File: config.mk
export PLATFORM = sky130hd
export DESIGN_NAME = instruction_sequencer
export DESIGN_NICKNAME = d
export VERILOG_FILES = /design/src/rtl/instruction_sequencer.sv
export SDC_FILE = /design/constraint.sdc
export NUM_CORES = 1
export LEC_CHECK = 0
export BUFFER_PORTS_ARGS = -buffer_cell sky130_fd_sc_hd__buf_2
export CORE_MARGIN = 3
export CORE_UTILIZATION = 25
export DETAILED_ROUTE_END_ITERATION = 8
export PLACE_DENSITY = 0.45
export SLEW_MARGIN = 10
export SYNTH_ARGS = -nofsm -noshare
export SYNTH_HDL_FRONTEND = slang
export SYNTH_SLANG_ARGS = --single-unit
File: constraint.sdc
create_clock -name clk -period 3.6 [get_ports clk]
set_input_delay 0.54 -clock clk [delete_from_list [all_inputs] [get_ports clk]]
set_output_delay 0.54 -clock clk [all_outputs]
set_load 0.005 [all_outputs]
File: src/rtl/instruction_sequencer.sv
// Instruction buffer and program sequencer feeding the TPU control unit.
// Host loads words while idle; on start the program is issued one word per cycle.
module instruction_sequencer #(
    parameter int unsigned DEPTH       = 64,
    parameter int unsigned INSTR_WIDTH = 24,
    localparam int unsigned CNT_W      = $clog2(DEPTH + 1)
) (
    input  logic                   clk,
    input  logic                   rst_n,
    input  logic                   wr_en,
    input  logic [INSTR_WIDTH-1:0] wr_data,
    output logic                   wr_ready,
    input  logic                   clear,
    input  logic                   start,
    input  logic                   stall,
    input  logic                   abort,
    output logic [INSTR_WIDTH-1:0] instr_out,
    output logic                   instr_valid,
    output logic                   busy,
    output logic                   done,
    output logic [CNT_W-1:0]       prog_count
);

    localparam int unsigned AW = (DEPTH > 1) ? $clog2(DEPTH) : 1;
    localparam logic [CNT_W-1:0] DEPTH_C = CNT_W'(DEPTH);

    typedef enum logic [0:0] {StIdle, StRun} state_e;

    state_e                 state_q, state_d;
    logic [CNT_W-1:0]       prog_count_q, prog_count_d;
    logic [CNT_W-1:0]       pc_q, pc_d;
    logic [INSTR_WIDTH-1:0] instr_out_q, instr_out_d;
    logic                   instr_valid_q, instr_valid_d;
    logic                   done_q, done_d;
    logic                   mem_we;

    logic [INSTR_WIDTH-1:0] mem [DEPTH];

    assign wr_ready    = (state_q == StIdle) && (prog_count_q < DEPTH_C);
    assign busy        = (state_q == StRun);
    assign instr_out   = instr_out_q;
    assign instr_valid = instr_valid_q;
    assign done        = done_q;
    assign prog_count  = prog_count_q;

    always_comb begin
        state_d       = state_q;
        prog_count_d  = prog_count_q;
        pc_d          = pc_q;
        instr_out_d   = '0;
        instr_valid_d = 1'b0;
        done_d        = 1'b0;
        mem_we        = 1'b0;
        unique case (state_q)
            StIdle: begin
                // start outranks clear/write; an empty program completes immediately
                if (start) begin
                    if (prog_count_q != '0) begin
                        state_d       = StRun;
                        instr_out_d   = mem[AW'(0)];
                        instr_valid_d = 1'b1;
                        pc_d          = CNT_W'(1);
                    end else begin
                        done_d = 1'b1;
                    end
                end else if (clear) begin
                    prog_count_d = '0;
                end else if (wr_en && wr_ready) begin
                    mem_we       = 1'b1;
                    prog_count_d = prog_count_q + CNT_W'(1);
                end
            end
            StRun: begin
                if (abort) begin
                    state_d = StIdle;
                    pc_d    = '0;
                end else if (stall) begin
                    pc_d = pc_q;
                end else if (pc_q == prog_count_q) begin
                    state_d = StIdle;
                    pc_d    = '0;
                    done_d  = 1'b1;
                end else begin
                    instr_out_d   = mem[pc_q[AW-1:0]];
                    instr_valid_d = 1'b1;
                    pc_d          = pc_q + CNT_W'(1);
                end
            end
            default: state_d = StIdle;
        endcase
    end

    always_ff @(posedge clk or negedge rst_n) begin
        if (!rst_n) begin
            state_q       <= StIdle;
            prog_count_q  <= '0;
            pc_q          <= '0;
            instr_out_q   <= '0;
            instr_valid_q <= 1'b0;
            done_q        <= 1'b0;
        end else begin
            state_q       <= state_d;
            prog_count_q  <= prog_count_d;
            pc_q          <= pc_d;
            instr_out_q   <= instr_out_d;
            instr_valid_q <= instr_valid_d;
            done_q        <= done_d;
        end
    end

    // Storage is deliberately not reset.
    always_ff @(posedge clk) begin
        if (mem_we) begin
            mem[prog_count_q[AW-1:0]] <= wr_data;
        end
    end

endmodule
==> results.ini, run 1 <==
[timing]
worst_pin_slew_ps=1230
finalCriticalPeriod_ps=3200
clock-skew-final_ps=25.8
fin_setup_tns_ps=0
timing.slew.headroom_pct=18.0
timing.final.hold_violations=0
post-route-worst-setup-slack_ps=399
final-max-slew-violation-count=0
fin_crit_sh_pct=88.9
fmax_mhz=312
rsz0062_at_grt=no
setup_viol=0

[pwr]
power_density_nw_per_um2=628
total_power_mw=45.4
p_leak_nw=23.3
power.ir.vdd_worst_mv=0.531

[worst_setup_path]
worstSetupEndpointType=flip-flop
worst-r2r-setup-slack_ps=400
worst-endpoint-required_ps=4330
critical_path.top_delay_family=compound AO/OA/AOI/OAI gates
slowest_stage_cell_on_the_critical_path=dfrtp_4
worst_ep_arrival_time_ps=3930
timing.rr.end=instr_out[2]$_DFF_PN0_
cpMostUsedCell=buf_4
reg2reg_from=pc_q[1]$_DFFE_PN0P_
timing.critical_path.slowest_cell_delay_ps=700
crit_buf_inv=2
kind_of_critical_path=flip-flop to flip-flop
critical_path.startpoint_type=flip-flop
timing.critical_path.cells=nand3b_1 > buf_4 > buf_4 > o2111ai_1 > o21ai_1 > o211ai_1
crit_fanout=30
timing.reg2reg.worst_path_depth=6

[die]
die-area_um2=250000
number_of_rows_in_the_core_area=180
die_h_um=500
design.core.area_um2=242000
die_w_um=500
io_pins=66
initial_cell_density_of_the_core_pct=25.2

[outcome]
outcome=completed

[synth]
synth_area_um2=61000
synth_fp_nets=2988
dominantRegCellSynth=edfxtp_1
post_synth_num_cell_types=60
synth_edf_count=1536
synth.ff_latch_count=1577
synth-seq-area-share_pct=77.3
synth_async_sr_flop_share_pct=2.60
synth.largest_area_cell=edfxtp_1
postSynthAreaPerCell_um2=20.7
post_synth_inst_count=2954
netlist.area_leader.share_pct=75.6
synth.top_cells.by_area=edfxtp_1 76%, mux4_2 8.9%, mux2i_1 3.9%
synthesis.yosys.warnings=0

[clock_network]
tritoncts_buffers=161
cts_tree=yes
clock_tree.root_cell=clkbuf_16
clock_sink_count=1577
clock_path_buffers=3
postCtsSetupRepairBufs=0
clock_tree.htree_level_count=4
clk_pin_slew_ps=60
cts-resized-gates=0
insertion_delay_ps=820
cts-hold-fix-buffers=1

[min_path]
hold-path-cell-count=3
worstHoldPathType=input pin to flip-flop
timing.hold.worst_endpoint=pc_q[0]$_DFFE_PN0P_
min-delay-start=abort

[grt]
pin_count_of_the_biggest_net_entering_global_routing=65
grtUsageMet1_pct=19.3
gr-usage-met2_pct=25.0
first_global_vias=31200
busiest_layer=met2
track_usage_pct=14.5
groute.layer.met3.usage_pct=2.01
overflow=0
grt_antenna_before_repair=10
grt_pass1_wl_um=257000

[final_layout]
postLayoutCoreUtil_pct=29.9
commonest_cells_after_routing_fill_and_taps_aside=1536 x edfxtp_1, 242 x mux4_2, 240 x mux2i_1
num-fill-cells=23500
stdcell_count=6553
layout.cells.most_common=edfxtp_1
final_net_count=3274
area.growth.synth_to_final_pct=18.5
drive_above_1_share_pct=26.8

[drt]
vias=30500
final_ant_viol_nets=0
wl_um=184000
drt_pre_antenna_iters=5
post_drt_via_cell_ratio=4.66
detail_route.iter0.violations=2618
avgRoutedWirePerCell_um=28.1
route.detailed.drc=0

[placed_design]
place_hpwl_um=111000
place_ws_ps=393
placedCellCount=6260
replace_congestion=0.778
placement.io_buffers=65

[run]
drv_cap=0

==> cell usage after synthesis (18+ instances only) <==
cell type     n
a211o_1      35
a211oi_1     18
a22o_1       35
a22oi_1      38
a32oi_1      32
buf_4        29
buf_6        26
clkbuf_1     92
dfrtp_1      41
edfxtp_1   1536
mux2_2       36
mux2i_1     240
mux4_2      242
nand2_1      36
nand2b_1     18
nand3_1      21
nor2_1      124
o211ai_1     23
o21ai_0      26
o221ai_1     19
o22ai_1      47
==> power breakdown <==
| group | total, mW | internal, mW | switching, mW |
|---|---|---|---|
| registers | 20.6 | 20.3 | 0.291 |
| clock network | 16.5 | 9.32 | 7.16 |
| logic | 8.35 | 3.99 | 4.36 |
==> per-stage QoR <==
| stage | cell area, um2 | hold slack [ps] |
|---|---|---|
| 6_report | 72300 | 55.6 |
| 5_1_grt | 72300 | 13.3 |
| 4_1_cts | 72300 | 0.0846 |
| 3_5_place_dp | 67100 | 488 |
| 3_3_place_gp | 67100 | 499 |
| 2_1_floorplan | 61000 | 244 |
==> layer usage <==
layer / wire (um) / share of wire, % / up-vias
li1: - / - / 12900
met4: 3380 / 1.8 / 2
met1: 80100 / 43 / 16700
met3: 7570 / 4.1 / 196
met5: 17 / 0.0092 / -
met2: 93100 / 51 / 734
==> cells by family after synthesis <==
kind of cell,Yosys count,share of synthesized area [%]
DFF,1577,77.3
muxes,527,13.8
AOI/OAI and AO/OA,372,4.80
and+or+nand+nor,280,2.22
buffers and inverters,188,1.78
xor gates and xnor gates,7,0.100
adders and majority gates,3,0.0615
==> worst min-delay path: stages <==
cell	delay, ps
buf_2	120
o21bai_1	110
a21oi_1	60
==> final cells by class <==
type,instances,area [um2],area share [%]
tap,3185,3990,5.51
antenna,7,17.5,0.0242
sequential,1577,47200,65.2
multi-input combinational,1189,13100,18.1
clock inverter,85,897,1.24
inverter,5,18.8,0.0260
clock buffer,199,4230,5.86
timing repair buffer,306,2910,4.03
==> flip-flops by register name, indices dropped and copies added (netlist names) <==
name / count
busy: 1
mem: 1536
done: 1
instr_valid: 1
instr_out: 24
pc_q: 7
prog_count: 7
==> how the worst max path moves through the flow <==
| stage | endpoint | depth (start not counted) | startpoint | slack, ps |
|---|---|---|---|---|
| 2_1_floorplan | mem[32][0]$_DFFE_PP_ | 5 | clear | 520 |
| 3_3_place_gp | instr_out[23]$_DFF_PN0_ | 7 | pc_q[0]$_DFFE_PN0P_ | 420 |
| 3_5_place_dp | instr_out[2]$_DFF_PN0_ | 6 | pc_q[1]$_DFFE_PN0P_ | 390 |
| 4_1_cts | instr_out[13]$_DFF_PN0_ | 8 | pc_q[0]$_DFFE_PN0P_ | 360 |
| 5_1_grt | instr_out[11]$_DFF_PN0_ | 9 | pc_q[0]$_DFFE_PN0P_ | 300 |
| 6_report | instr_out[2]$_DFF_PN0_ | 6 | pc_q[1]$_DFFE_PN0P_ | 400 |
No activity file was read; power rests on OpenSTA's default activity.
==> run 2, diff against run 1 <==
- ABC_AREA: not set -> 1
- PLACE_DENSITY: 0.45 -> 0.36
==> results.ini, run 2 <==
[worst_setup_path]
worst_ep_arrival_time_ps=4010  ; +80 ps
timing.reg2reg.worst_path_depth=13  ; +7
endpoint=instr_out[14]$_DFF_PN0_
cpMostUsedCell=nand2_1
critical_path_cell_count=13  ; +7
crit_fanout=37  ; +23%
timing.critical_path.cells=inv_8 > buf_12 > buf_4 > buf_4 > nand3_1 > nand3_1 > nand2_1 > nor2_1 > nand2_1 > nand3_1 > nand2_1 > nand2_1 > nand2_1
critical_path.top_delay_family=simple AND/OR/NAND/NOR gates
timing.rr.end=instr_out[14]$_DFF_PN0_
critical_path.startpoint_type=flip-flop
crit_buf_inv=4  ; +2
timing.critical_path.from=pc_q[1]$_DFFE_PN0P_
worstSetupEndpointType=flip-flop
reg2reg_from=pc_q[1]$_DFFE_PN0P_
timing.critical_path.slowest_cell_delay_ps=630  ; -70 ps
worst-endpoint-required_ps=4290  ; -40 ps
worst-r2r-setup-slack_ps=280  ; -120 ps
slowest_stage_cell_on_the_critical_path=dfrtp_4
kind_of_critical_path=flip-flop to flip-flop

[synth]
netlist.area_leader.share_pct=70.2  ; -5.4 points
postSynthAreaPerCell_um2=10.9  ; -47%
synthesis.yosys.warnings=0  ; unchanged
post_synth_inst_count=6009  ; +100%
synth.largest_area_cell=edfxtp_1
synth.top_cells.by_count=2177 x nand2_1, 1536 x edfxtp_1, 822 x nand3_1
synth_async_sr_flop_share_pct=2.60  ; unchanged
synth-seq-area-share_pct=71.7  ; -5.6 points
synth_edf_count=1536  ; unchanged
dominantRegCellSynth=edfxtp_1
post_synth_num_cell_types=31  ; -48%
cell_with_the_most_instances_after_synthesis=nand2_1
synth.ff_latch_count=1577  ; unchanged
synth_fp_nets=6043  ; +100%
synth_area_um2=65700  ; +7.8%
synth.top_cells.by_area=edfxtp_1 70%, nand2_1 12%, nand3_1 6.3%

[final_layout]
commonest_cells_after_routing_fill_and_taps_aside=2176 x nand2_1, 1536 x edfxtp_1, 822 x nand3_1
final_net_count=6167  ; +88%
layout.cells.most_common=nand2_1
drive_above_1_share_pct=9.39  ; -17 points
layout.cell_area.non_filler_um2=76900  ; +6.4%
largest_reg_flops=1536  ; unchanged
area.growth.synth_to_final_pct=17.0
num-fill-cells=27100  ; +15%

[die]
die_w_um=519  ; +3.8%
design.core.area_um2=261000  ; +7.9%
io_pins=66  ; unchanged
die_h_um=519  ; +3.8%
initial_cell_density_of_the_core_pct=25.2  ; about the same
die-area_um2=269000  ; +7.7%
number_of_rows_in_the_core_area=187  ; +3.9%

[drt]
wl_um=235000  ; +28%
post_drt_via_cell_ratio=4.46  ; -4.3%
route.detailed.drc=0  ; unchanged
vias=43600  ; +43%
final_ant_viol_nets=0  ; unchanged
detail_route.iter0.violations=3694  ; +41%
avgRoutedWirePerCell_um=24.0  ; -14%
drt_pre_antenna_iters=5  ; unchanged

[timing]
clock-skew-final_ps=45.5  ; +19.8 ps
fmax_mhz=301  ; -3.6%
fin_setup_tns_ps=0  ; unchanged
worst_pin_slew_ps=1090  ; -139 ps
timing.final.hold_violations=0  ; unchanged
fin_crit_sh_pct=92.2  ; +3.3 points
setup_viol=0  ; unchanged
rsz0062_at_grt=no
final-max-slew-violation-count=0  ; unchanged
finalCriticalPeriod_ps=3320  ; +119 ps
timing.slew.headroom_pct=27.2  ; +9.3 points
post-route-worst-setup-slack_ps=280  ; -119 ps

[grt]
grt_pass1_wl_um=334000  ; +30%
first_global_vias=42400  ; +36%
grt_antenna_before_repair=16  ; +6
pin_count_of_the_biggest_net_entering_global_routing=134  ; +110%
track_usage_pct=17.1  ; +2.6 points
overflow=0  ; unchanged

[outcome]
outcome=completed

[pwr]
power_density_nw_per_um2=688  ; +9.5%
power.ir.vdd_worst_mv=0.577  ; +8.7%
p_leak_nw=29.2  ; +25%
pwr-share-comb_pct=27.8  ; +9.4 points
p_sw_mw=18.7  ; +58%
seqPwrFrac_pct=38.9  ; -6.4 points
internal_power_mw=34.2  ; +1.8%
netSwitchingFraction_pct=35.3  ; +9.3 points
p_clk_share_pct=33.3  ; -3.0 points

[placed_design]
placement.io_buffers=65  ; unchanged
placed_area_um2=71300  ; +6.3%
replace_congestion=0.808  ; +3.9%
place_ws_ps=193  ; -200 ps
place_hpwl_um=131000  ; +18%

[run]
drv_cap=0  ; unchanged

[clock_network]
postCtsSetupRepairBufs=0  ; unchanged
clk_pin_slew_ps=60  ; about the same
insertion_delay_ps=830  ; about the same
tritoncts_buffers=180  ; +12%
cts_tree=yes
clock_sink_count=1577  ; unchanged
clock_tree.root_cell=clkbuf_16
clock_tree.htree_level_count=4  ; unchanged
clock_path_buffers=3  ; unchanged

[min_path]
worstHoldPathType=input pin to flip-flop

[run 2: cell families after synthesis]
group                      Yosys count  synth area share, %
AOI/OAI and AO/OA                  240                 2.12
DFF                               1577                 71.7
and+or+nand+nor                   3343                 20.7
adders and majority gates            3               0.0571
buffers and inverters              842                 5.33
xor gates and xnor gates             4               0.0533
[run 2: how the worst min path moves through the flow]
stage | cells past startpoint | startpoint | endpoint | slack [ps]
6_report | 3 | start | done$_DFF_PN0_ | 100
5_1_grt | 3 | start | done$_DFF_PN0_ | 60
4_1_cts | 3 | start | done$_DFF_PN0_ | 30
3_5_place_dp | 2 | mem[0][8]$_DFFE_PP_ | instr_out[8]$_DFF_PN0_ | 470
3_3_place_gp | 2 | mem[0][8]$_DFFE_PP_ | instr_out[8]$_DFF_PN0_ | 470
2_1_floorplan | 0 | rst_n | busy$_DFF_PN0_ | 240
[run 2: per-stage QoR]
stage	power (mW)	std cells	hold slack (ps)	util [%]
4_1_cts	53.8	9770	34.3	29.5
5_1_grt	55.7	9771	56.2	29.5
3_3_place_gp	36.0	9444	467	27.4
6_report	52.9	9780	99.0	29.5
3_5_place_dp	35.9	9444	472	27.4
2_1_floorplan	29.5	6009	244	-
[run 2: final cells by class]
cell class,instances,area [um2],area share [%]
clock inverters,84,707,0.919
repair buffers,273,2500,3.25
inverters,511,1940,2.52
multi-input cells,3590,15400,20.0
clock buffers,239,4830,6.28
well taps,3496,4370,5.69
flip-flops and latches,1577,47200,61.3
diodes,10,25.0,0.0325
[run 2: timing repair]
| item | CTS | global route |
|---|---|---|
| endpoints found under the hold margin | 23 | 0 |
| hold buffers | 3 | 0 |
| endpoints found under the setup margin | 0 | 0 |
| gates resized for setup | 0 | 0 |
[run 2: per-layer routing]
layer / vias to the layer above / GRT usage [%] / share of wire, %
li1: 20400 / - / -
met1: 22100 / 24.3 / 47
met2: 898 / 27.7 / 47
met3: 244 / 2.32 / 3.9
met4: 0 / 3.89 / 2.1
met5: - / 0 / 0
[run 2: power groups by stage]
stage	Combinational, mW	Clock [mW]	Sequential, mW
after floorplan	8.68	0	20.8
after global placement	15.0	0	21.0
after detailed placement	14.9	0	21.0
after CTS	15.0	18.2	20.6
after global routing	16.2	18.9	20.6
final	14.7	17.6	20.6
[run 2: worst reg2reg max path, stage by stage (launching register included)]
cell	delay [ps]
dfrtp_4	630
inv_8	400
buf_12	260
buf_4	310
buf_4	210
nand3_1	80
nand3_1	80
nand2_1	50
nor2_1	350
nand2_1	240
nand3_1	300
nand2_1	100
nand2_1	90
nand2_1	110
